===== config.mk =====
export PLATFORM = sky130hd
export DESIGN_NAME = cla_addsub_pipe
export DESIGN_NICKNAME = d
export VERILOG_FILES = /design/src/rtl/cla_addsub_pipe.sv
export SDC_FILE = /design/constraint.sdc
export NUM_CORES = 1
export LEC_CHECK = 0
export CORE_UTILIZATION = 45
export DETAILED_ROUTE_END_ITERATION = 12
export PLACE_DENSITY = 0.7
export SYNTH_ARGS = -nofsm -noshare
export SYNTH_HDL_FRONTEND = slang
export SYNTH_SLANG_ARGS = --single-unit

===== constraint.sdc =====
create_clock -name clk -period 3.29 [get_ports clk]
set_input_delay 0.658 -clock clk [delete_from_list [all_inputs] [get_ports clk]]
set_output_delay 0.658 -clock clk [all_outputs]
set_load 0.1 [all_outputs]

===== src/rtl/cla_addsub_pipe.sv =====
// rtl/cla_addsub_pipe.sv - pipelined 4-bit-group carry-lookahead adder/subtractor
// Stage k sums group k using the group carry registered by stage k-1. Upper
// operand groups ride forward in skew registers that shrink by one group per
// stage; finished sum groups accumulate in deskew registers that grow by one
// group per stage, so the whole result leaves stage G-1 together.
module cla_addsub_pipe #(
  parameter int WIDTH = 16
) (
  input  logic             clk,
  input  logic             rst,
  input  logic             in_valid,
  output logic             in_ready,
  input  logic [WIDTH-1:0] in_a,
  input  logic [WIDTH-1:0] in_b,
  input  logic             in_sub,
  input  logic             in_cin,
  output logic             out_valid,
  input  logic             out_ready,
  output logic [WIDTH-1:0] out_sum,
  output logic             out_cout,
  output logic             out_ovf,
  output logic             out_zero
);

  localparam int G = WIDTH / 4;

  logic stall;

  // Single-level lookahead over one 4-bit group: returns {carry_out, sum}.
  function automatic logic [4:0] cla4(input logic [3:0] a, input logic [3:0] b, input logic c);
    logic [3:0] g;
    logic [3:0] p;
    logic       c1, c2, c3, c4;
    g  = a & b;
    p  = a ^ b;
    c1 = g[0] | (p[0] & c);
    c2 = g[1] | (p[1] & g[0]) | (p[1] & p[0] & c);
    c3 = g[2] | (p[2] & g[1]) | (p[2] & p[1] & g[0]) | (p[2] & p[1] & p[0] & c);
    c4 = g[3] | (p[3] & g[2]) | (p[3] & p[2] & g[1]) | (p[3] & p[2] & p[1] & g[0])
       | (p[3] & p[2] & p[1] & p[0] & c);
    return {c4, p ^ {c3, c2, c1, c}};
  endfunction

  genvar k;
  generate
    for (k = 0; k < G; k++) begin : g_stage
      localparam int SW = 4 * (k + 1);   // sum bits finished after this stage
      localparam int RW = WIDTH - SW;    // operand bits still waiting to be summed

      logic [3:0]    a_in;
      logic [3:0]    b_in;
      logic          c_in;
      logic          v_in;
      logic [4:0]    r;
      logic [SW-1:0] sum_nx;
      logic          valid_d, valid_q;
      logic          carry_d, carry_q;
      logic [SW-1:0] sum_d, sum_q;

      assign r = cla4(a_in, b_in, c_in);

      // B is inverted once on entry so later stages never see in_sub.
      if (k == 0) begin : g_src
        assign a_in   = in_a[3:0];
        assign b_in   = in_b[3:0] ^ {4{in_sub}};
        assign c_in   = in_cin ^ in_sub;
        assign v_in   = in_valid;
        assign sum_nx = r[3:0];
      end else begin : g_src
        assign a_in   = g_stage[k-1].g_ops.a_q[3:0];
        assign b_in   = g_stage[k-1].g_ops.b_q[3:0];
        assign c_in   = g_stage[k-1].carry_q;
        assign v_in   = g_stage[k-1].valid_q;
        assign sum_nx = {r[3:0], g_stage[k-1].sum_q};
      end

      if (RW > 0) begin : g_ops
        logic [RW-1:0] a_nx, b_nx;
        logic [RW-1:0] a_d, a_q;
        logic [RW-1:0] b_d, b_q;

        if (k == 0) begin : g_osrc
          assign a_nx = in_a[WIDTH-1:4];
          assign b_nx = in_b[WIDTH-1:4] ^ {RW{in_sub}};
        end else begin : g_osrc
          assign a_nx = g_stage[k-1].g_ops.a_q[RW+3:4];
          assign b_nx = g_stage[k-1].g_ops.b_q[RW+3:4];
        end

        // Skew registers: take the remaining upper groups unless stalled.
        always_comb begin
          a_d = stall ? a_q : a_nx;
          b_d = stall ? b_q : b_nx;
        end

        // Skew register state.
        always_ff @(posedge clk or posedge rst) begin
          if (rst) begin
            a_q <= '0;
            b_q <= '0;
          end else begin
            a_q <= a_d;
            b_q <= b_d;
          end
        end
      end

      // Stage valid, group carry and deskewed sum; everything holds on stall.
      always_comb begin
        valid_d = stall ? valid_q : v_in;
        carry_d = stall ? carry_q : r[4];
        sum_d   = stall ? sum_q   : sum_nx;
      end

      // Stage state; reset discards in-flight beats immediately.
      always_ff @(posedge clk or posedge rst) begin
        if (rst) begin
          valid_q <= 1'b0;
          carry_q <= 1'b0;
          sum_q   <= '0;
        end else begin
          valid_q <= valid_d;
          carry_q <= carry_d;
          sum_q   <= sum_d;
        end
      end

      if (k == G - 1) begin : g_last
        logic ovf_d, ovf_q;
        logic zero_d, zero_q;

        // Carry into the MSB is recovered as s3 ^ a3 ^ b3 of the top group.
        always_comb begin
          ovf_d  = stall ? ovf_q  : (r[3] ^ a_in[3] ^ b_in[3] ^ r[4]);
          zero_d = stall ? zero_q : ~|sum_nx;
        end

        // Registered flags so they reset to 0 alongside out_sum.
        always_ff @(posedge clk or posedge rst) begin
          if (rst) begin
            ovf_q  <= 1'b0;
            zero_q <= 1'b0;
          end else begin
            ovf_q  <= ovf_d;
            zero_q <= zero_d;
          end
        end
      end
    end
  endgenerate

  assign out_valid = g_stage[G-1].valid_q;
  assign out_sum   = g_stage[G-1].sum_q;
  assign out_cout  = g_stage[G-1].carry_q;
  assign out_ovf   = g_stage[G-1].g_last.ovf_q;
  assign out_zero  = g_stage[G-1].g_last.zero_q;

  assign stall     = out_valid & ~out_ready;
  assign in_ready  = ~stall;

endmodule


Yosys cells after proc, flatten, opt, wreduce, memory -nomap -nowiden
Cells that the tools add are included.
{ "totals": {"regBits": 98} }
{ "classes": {"n_reduce_logical": 2, "n_bitwise": 125} }
{ "op_table": {"columns": ["operator", "count"], "rows": [
  ["bitwise AND 1 bit", 65],
  ["OR 1 bit", 40],
  ["XOR 4 bit", 9],
  ["bitwise AND 4 bit", 4],
  ["OR reduction 16 bit", 1],
  ["XOR 12 bit", 1],
  ["XOR 1 bit", 4],
  ["NOT 1 bit", 2],
  ["logical NOT 1 bit", 1]
]} }

Longest topological paths before layout
Gate-level depths: netlist of run 1.
{ "depth": {"depth_word": 9, "mapped_depth": 9, "ltp_nobuf": 7} }

Least setup slack after synthesis of run 1
Ideal clock, no wire load.
{ "synth_path": {"path_type": "reg-to-output", "from": "reg g_stage[3].valid_q (netlist: out_valid)", "to": "out in_ready", "stages_incl_launch_ff": 4, "t_required_ns": 2.632, "arrival_ns": 2.120, "path_slack_ns": 0.512, "path_buffers": 1, "cell_sequence": "dfrtp_1 -> nor2b_1 -> inv_2 -> clkbuf_1"} }
{ "synth_between": {"elab_chain_cells": 2} }
{ "synth_rtl": {"columns": ["item", "line_no", "rtl"], "rows": [
  ["start, declared", "56", "logic valid_d, valid_q;"],
  ["start signal, assigned", "122", "valid_q <= valid_d;"],
  ["bitwise AND 1 bit", "158", "assign stall = out_valid & ~out_ready;"],
  ["NOT 1 bit", "159", "assign in_ready = ~stall;"],
  ["end, declared", "12", "output logic in_ready,"]
]} }
Every way passes these cells.

Worst setup path in the final report of run 1
{ "layout_path": {"from": "in in_sub", "to": "reg g_stage[0].sum_q[3]"} }
{ "layout_between": {"elab_chain_cells": 7} }
{ "layout_rtl": {"columns": ["item", "line_no", "rtl"], "rows": [
  ["start, declared", "15", "input logic in_sub,"],
  ["XOR 4 bit", "65", "assign b_in = in_b[3:0] ^ {4{in_sub}};"],
  ["XOR 4 bit / bitwise AND 4 bit (equally long branches)", "35, 34", null],
  ["bitwise AND 1 bit", "38", "c3 = g[2] | (p[2] & g[1]) | (p[2] & p[1] & g[0]) | (p[2] & p[1] & p[0] & c);"],
  ["OR 1 bit / bitwise AND 1 bit (equally long branches) (2 in series)", "38", null],
  ["OR 1 bit", "38", null],
  ["XOR 4 bit *", "41", "return {c4, p ^ {c3, c2, c1, c}};"],
  ["end signal, assigned", "124", "sum_q <= sum_d;"],
  ["end, declared", "58", "logic [SW-1:0] sum_d, sum_q;"]
]} }
Mark *: on every way between the ends. The rest lies on a longest branch, timed or not.
A chain may end at the register's enable or synchronous reset.

==> results.sh, run 1 <==
export IMPL_status="finished clean"
export IMPL_grt_pass1_wl_mm=13.52
export IMPL_slew_headroom_pct=33.37
export IMPL_finalWirelength_mm=7.700
export IMPL_slew_viol_final=0
export IMPL_drt_iter0_drc=147
export IMPL_syn_area_mm2=0.004357
export IMPL_worstHoldStart="g_stage[2].valid_q"
export IMPL_synth_cell_types=32
export IMPL_cts_hold_buf=0
export IMPL_dp_hpwl_mm=5.262
export IMPL_grt_overflow=0
export IMPL_grt_start_max_net_pins=111
export IMPL_num_vias=3071
export IMPL_worstPathMaxFanout=6
export IMPL_p_leak_nw=2.607
export IMPL_cts_resized=0
export IMPL_clock_path_buffers=2
export IMPL_syn_inst=471
export IMPL_numClockSinks=98
export IMPL_final_nets=580
export IMPL_die_w_um=100.4
export IMPL_power_mw=5.491
export IMPL_final_setup_tns_ns=0
export IMPL_crit_arrival_ns=2.48
export IMPL_drive_above_1_share_pct=8.918
export IMPL_rows=35
export IMPL_powerDensity_mw_per_mm2=1048
export IMPL_placedInstanceArea_mm2=0.005042
export IMPL_drtAntennaViolNets=0
export IMPL_wl_per_cell_um=11.74
export IMPL_hold_viol=0
export IMPL_fin_cells=656
export IMPL_core_area_mm2=0.009328
export IMPL_tritoncts="done"
export IMPL_grt_pass1_vias=3002
export IMPL_post_route_util_pct=56.18
export IMPL_crit_path_end="g_stage[0].sum_q[3]"
export IMPL_port_buffers=58
export IMPL_antenna_found_initial=0
export IMPL_worst_pin_slew_ns=0.9995
export IMPL_pin_count=59
export IMPL_final_area_mm2=0.005240
export IMPL_drc=0
export IMPL_insertion_delay_ns=0.35
export IMPL_place_ws_ns=0.6441
export IMPL_rsz0062_at_grt="false"
export IMPL_gp_congestion=0.7335
export IMPL_dpl_cell_count=640
export IMPL_holdWs_ns=0.4659
export IMPL_num_antenna_cells=0
export IMPL_fin_crit_sh_pct=69.40
export IMPL_required_ns=3.48
export IMPL_fmax_mhz=437.9
export IMPL_holdCritPathClass="reg -> reg"
export IMPL_synth_seq_cells=98
export IMPL_grt_usage_pct=16.93
export IMPL_synth_seq_area_share_pct=56.29
export IMPL_worstRegToRegCells=6
export IMPL_post_cts_buffers=0
export IMPL_syn2layout_area_growth_pct=20.28
export IMPL_vias_per_cell=4.681
export IMPL_dieHeight_um=100.4
export IMPL_cts_root_buffer_cell="clkbuf_8"
export IMPL_setup_viol=0
export IMPL_worstSetupPathType="in -> reg"
export IMPL_clock_skew_ns=0.006566
export IMPL_cap_violations=0
export IMPL_start_util_pct=46.71
export IMPL_synth_area_per_cell_um2=9.250
export IMPL_cts_buffers=9
export IMPL_r2r_setup_slack_ns=1.40
export IMPL_r2r_start="g_stage[2].g_ops.a_q[0]"
export IMPL_endpoint_kind="flop"
export IMPL_vdd_ir_drop_worst_mv=0.5419
export IMPL_drt_pass1_iterations=4
export IMPL_crit_path_start="in_sub"
export IMPL_die_area_mm2=0.01008
export IMPL_final_min_clock_period_ns=2.283
export IMPL_setup_slack_ns=1.007
export IMPL_clk_pin_slew_worst_paths_ns=0.08
export IMPL_ys_warnings_count=0
export IMPL_h_tree_depth=3
export IMPL_synth_nets=529
export IMPL_r2r_end="out_ovf"
export IMPL_fillers=842
export IMPL_critPathLaunchType="input port"
## placed cells by master, fill, tap and decap left out, drive strengths merged
cell	n
bufinv	1
nand2	221
a21o	2
o21bai	2
clkdlybuf4s50	37
nor4	2
fa	4
o21ai	24
a21oi	16
nand3	2
nor2b	1
inv	10
xor2	8
ha	16
buf	26
mux2i	1
clkinv	1
a211oi	2
o21a	1
o211a	1
a211o	1
or2	1
xnor2	22
nand2b	1
nand4	1
o21ba	1
o31ai	1
nor2	8
clkbuf	14
o41ai	1
dfrtp	98
## critical path, cell delays in order
cell	delay, ns
clkdlybuf4s50_1	0.56
xor2_1	0.23
ha_1	0.33
a21oi_1	0.13
o21ai_1	0.11
a21oi_1	0.23
xor2_1	0.15
o21ai_0	0.08
## cells by family after synthesis
family,share of synthesized area [%]
multiplexers,0.2298
AND/OR/NAND/NOR,20.82
flip-flops,56.29
buffers and inverters,2.901
adder cells (fa/ha/maj),6.433
XOR/XNOR,6.031
AO/OA/AOI/OAI,7.295
## registers in the layout (all words and copies together), names as in the netlist
register / flops
g_stage.g_ops.a_q: 24
g_stage.g_ops.b_q: 24
g_stage.sum_q: 24
out_sum: 16
g_stage.carry_q: 3
g_stage.valid_q: 3
out_cout: 1
out_ovf: 1
out_valid: 1
out_zero: 1
## synth_stat cells (all sizes together)
cell | number | share of area [%]
nand2 | 221 | 19
dfrtp | 98 | 56
o21ai | 24 | 2.8
xnor2 | 22 | 4.4
clkbuf | 19 | 1.6
a21oi | 16 | 2.1
ha | 16 | 4.6
inv | 10 | 0.86
nor2 | 8 | 0.69
xor2 | 8 | 1.6
buf | 4 | 0.40
fa | 4 | 1.8
a211oi | 2 | 0.34
a21o | 2 | 0.34
nand3 | 2 | 0.23
nor4 | 2 | 0.29
o21bai | 2 | 0.34
a211o | 1 | 0.20
mux2i | 1 | 0.23
nand2b | 1 | 0.14
nand4 | 1 | 0.14
nor2b | 1 | 0.14
o211a | 1 | 0.23
o21a | 1 | 0.20
o21ba | 1 | 0.23
o31ai | 1 | 0.17
o41ai | 1 | 0.37
or2 | 1 | 0.14
## layer usage
| metal | part of all wire, % | track usage, % | vias to the layer above |
|---|---|---|---|
| met1 | 49 | 22.16 | 1427 |
| li1 | - | - | 1587 |
| met5 | 0 | 0 | - |
| met3 | 2.4 | 2.507 | 8 |
| met4 | 1.2 | 6.355 | 0 |
| met2 | 48 | 28.61 | 49 |
## cell type report
type	count	area (um2)	share of cell area, %
clock buffer	14	162.7	3.104
clock inverter	2	35.03	0.6686
inverter	10	40.04	0.7641
multi-input combinational	340	1785	34.07
sequential	98	2452	46.80
tap	129	161.4	3.080
timing repair buffer	63	603.1	11.51
## how the worst min path moves through the flow
stage	endpoint	slack (ns)	cells after the start
detailed placement	g_stage[2].valid_q	0.45	2
global placement	g_stage[2].valid_q	0.44	2
CTS	g_stage[2].valid_q	0.47	2
floorplan	g_stage[2].valid_q	0.43	2
global route	out_sum[2]	0.49	2
finish	out_valid	0.47	1
## power by group
group / total, mW / switching, mW / internal [mW]
registers: 2.06 / 0.325 / 1.74
logic: 2.65 / 1.81 / 0.837
clock network: 0.780 / 0.386 / 0.394
total: 5.49 / 2.52 / 2.97
Power figures use the tool's default switching activity.
==> inputs of run 2 (changes only) <==
==> constraint.sdc (replaced) <==
create_clock -name clk -period 1.9 [get_ports clk]
set_input_delay 0.38 -clock clk [delete_from_list [all_inputs] [get_ports clk]]
set_output_delay 0.38 -clock clk [all_outputs]
set_load 0.1 [all_outputs]
==> results.sh, run 2 (synthesized netlist as in run 1, its figures left out) <==
export IMPL_crit_arrival_ns=2.14
export IMPL_fin_cells=664
export IMPL_fmax_mhz=535.6
export IMPL_grt_pass1_vias=3130
export IMPL_final_nets=588
export IMPL_cap_violations=0
export IMPL_crit_buf_inv=1
export IMPL_worstSetupPathType="reg -> reg"
export IMPL_syn2layout_area_growth_pct=24.21
export IMPL_vdd_ir_drop_worst_mv=0.8687
export IMPL_port_buffers=58
export IMPL_fillers=827
export IMPL_dieHeight_um=100.4
export IMPL_clock_path_buffers=2
export IMPL_gp_congestion=0.7523
export IMPL_multi_input_comb_area_mm2=0.001794
export IMPL_core_area_mm2=0.009328
export IMPL_num_antenna_cells=0
export IMPL_num_vias=3128
export IMPL_grt_usage_pct=16.85
export IMPL_rows=35
export IMPL_final_common_cell="nand2_1"
export IMPL_endpoint_kind="flop"
export IMPL_clk_pin_slew_worst_paths_ns=0.08
export IMPL_finalWirelength_mm=7.548
export IMPL_crit_chain="ha_1, a211o_1, a21oi_4, buf_4, nand3_1, o211a_1, o31ai_1"
export IMPL_rsz0062_at_grt="true"
export IMPL_drtAntennaViolNets=0
export IMPL_status="finished clean"
export IMPL_drc=0
export IMPL_grt_overflow=0
export IMPL_clock_skew_ns=0.004219
export IMPL_critical_path_max_stage_delay_ns=0.40
export IMPL_die_w_um=100.4
export IMPL_worstPathMaxFanout=4
export IMPL_power_mw=9.714
export IMPL_p_leak_nw=2.683
export IMPL_setup_viol=0
export IMPL_dpl_cell_count=647
export IMPL_vias_per_cell=4.711
export IMPL_cpMaxStageDelayCell="dfrtp_1"
export IMPL_holdCritPathClass="reg -> reg"
export IMPL_cp_depth=7
export IMPL_required_ns=2.17
export IMPL_antenna_found_initial=0
export IMPL_path_delay_family="compound AO/OA/AOI/OAI gates"
export IMPL_wl_per_cell_um=11.37
export IMPL_start_util_pct=46.71
export IMPL_grt_start_max_net_pins=111
export IMPL_insertion_delay_ns=0.36
export IMPL_drt_iter0_drc=148
export IMPL_fin_crit_sh_pct=98.26
export IMPL_worstRegToRegCells=7
export IMPL_final_min_clock_period_ns=1.867
export IMPL_cts_hold_buf=0
export IMPL_cts_buffers=9
export IMPL_powerDensity_mw_per_mm2=1795
export IMPL_die_area_mm2=0.01008
export IMPL_h_tree_depth=3
export IMPL_numClockSinks=98
export IMPL_critPathLaunchType="flop"
export IMPL_grt_pass1_wl_mm=13.39
export IMPL_tritoncts="done"
export IMPL_slew_viol_final=0
export IMPL_slew_headroom_pct=67.21
export IMPL_hold_viol=0
export IMPL_layout_common_cells="nand2_1 (221), dfrtp_1 (97), clkdlybuf4s50_1 (36)"
export IMPL_whs_path_depth=2
export IMPL_drive_above_1_share_pct=11.03
export IMPL_ff_latch_area_mm2=0.002454
export IMPL_drt_pass1_iterations=5
export IMPL_worst_pin_slew_ns=0.4918
export IMPL_reg_top3="g_stage.g_ops.a_q: 24 flops, g_stage.g_ops.b_q: 24 flops, g_stage.sum_q: 24 flops"
export IMPL_dp_hpwl_mm=5.242
export IMPL_cts_root_buffer_cell="clkbuf_8"
export IMPL_pin_count=59
-- run 2: final timing paths --
path | slack (ns) | end | from
worst min-delay path | 0.47 | g_stage[1].g_ops.a_q[6] | g_stage[1].g_ops.a_q[6]
max in group asynchronous | 1.01 | out_valid | rst
min in group asynchronous | 0.51 | out_sum[2] | rst
worst max register to register | 0.03 | out_ovf | g_stage[2].g_ops.a_q[0]
worst min register to register | 0.47 | g_stage[1].g_ops.a_q[6] | g_stage[1].g_ops.a_q[6]
worst max-delay path | 0.03 | out_ovf | g_stage[2].g_ops.a_q[0]
-- run 2: stage by stage --
step | area [um2] | hold WS [ns] | util, % | setup WS (ns) | setup TNS [ns]
final | 5411 | 0.4723 | 58.01 | 0.03309 | 0
after global routing | 5411 | 0.4981 | 58.01 | -0.04672 | -0.04672
after CTS | 5393 | 0.4744 | 57.81 | 0.004889 | 0
after detailed placement | 5210 | 0.4554 | 55.86 | -0.3563 | -1.043
after global placement | 5210 | 0.4412 | 55.86 | -0.2586 | -0.7473
after floorplan | 4372 | 0.4300 | - | 0.007082 | 0
-- run 2: metal layers --
layer	vias up	GRT usage [%]	part of all wire [%]
met5	-	0	0
met4	0	7.692	1.5
met3	11	3.412	3.4
met2	55	28.93	48
met1	1456	20.47	47
li1	1606	-	-
-- run 2: tightest hold or removal path, cell delays in order, from the launching register on --
cell	delay [ns]
dfrtp_1	0.35
nand2_1	0.05
nand2_1	0.05
-- run 2: final cells by class --
| type | instances | area share (%) |
|---|---|---|
| Inverter | 10 | 0.7630 |
| Sequential cell | 98 | 45.34 |
| Timing Repair Buffer | 71 | 14.38 |
| Clock buffer | 14 | 3.191 |
| Tap cell | 129 | 2.983 |
| Clock inverter | 2 | 0.1850 |
| Multi-Input combinational cell | 340 | 33.16 |
-- run 2: timing repair --
action / 4_1_cts / 5_1_grt
resized for setup: 0 / 3
setup endpoints to repair: 1 / 3
buffers inserted: 0 / 1
pin swaps: 2 / 1
-- run 2: report_power, final --
part           leakage, nW  switching (mW)  internal, mW
registers             1.18           0.601          3.01
logic                 1.40            3.16          1.69
clock network       0.0965           0.664         0.581
total                 2.68            4.43          5.29
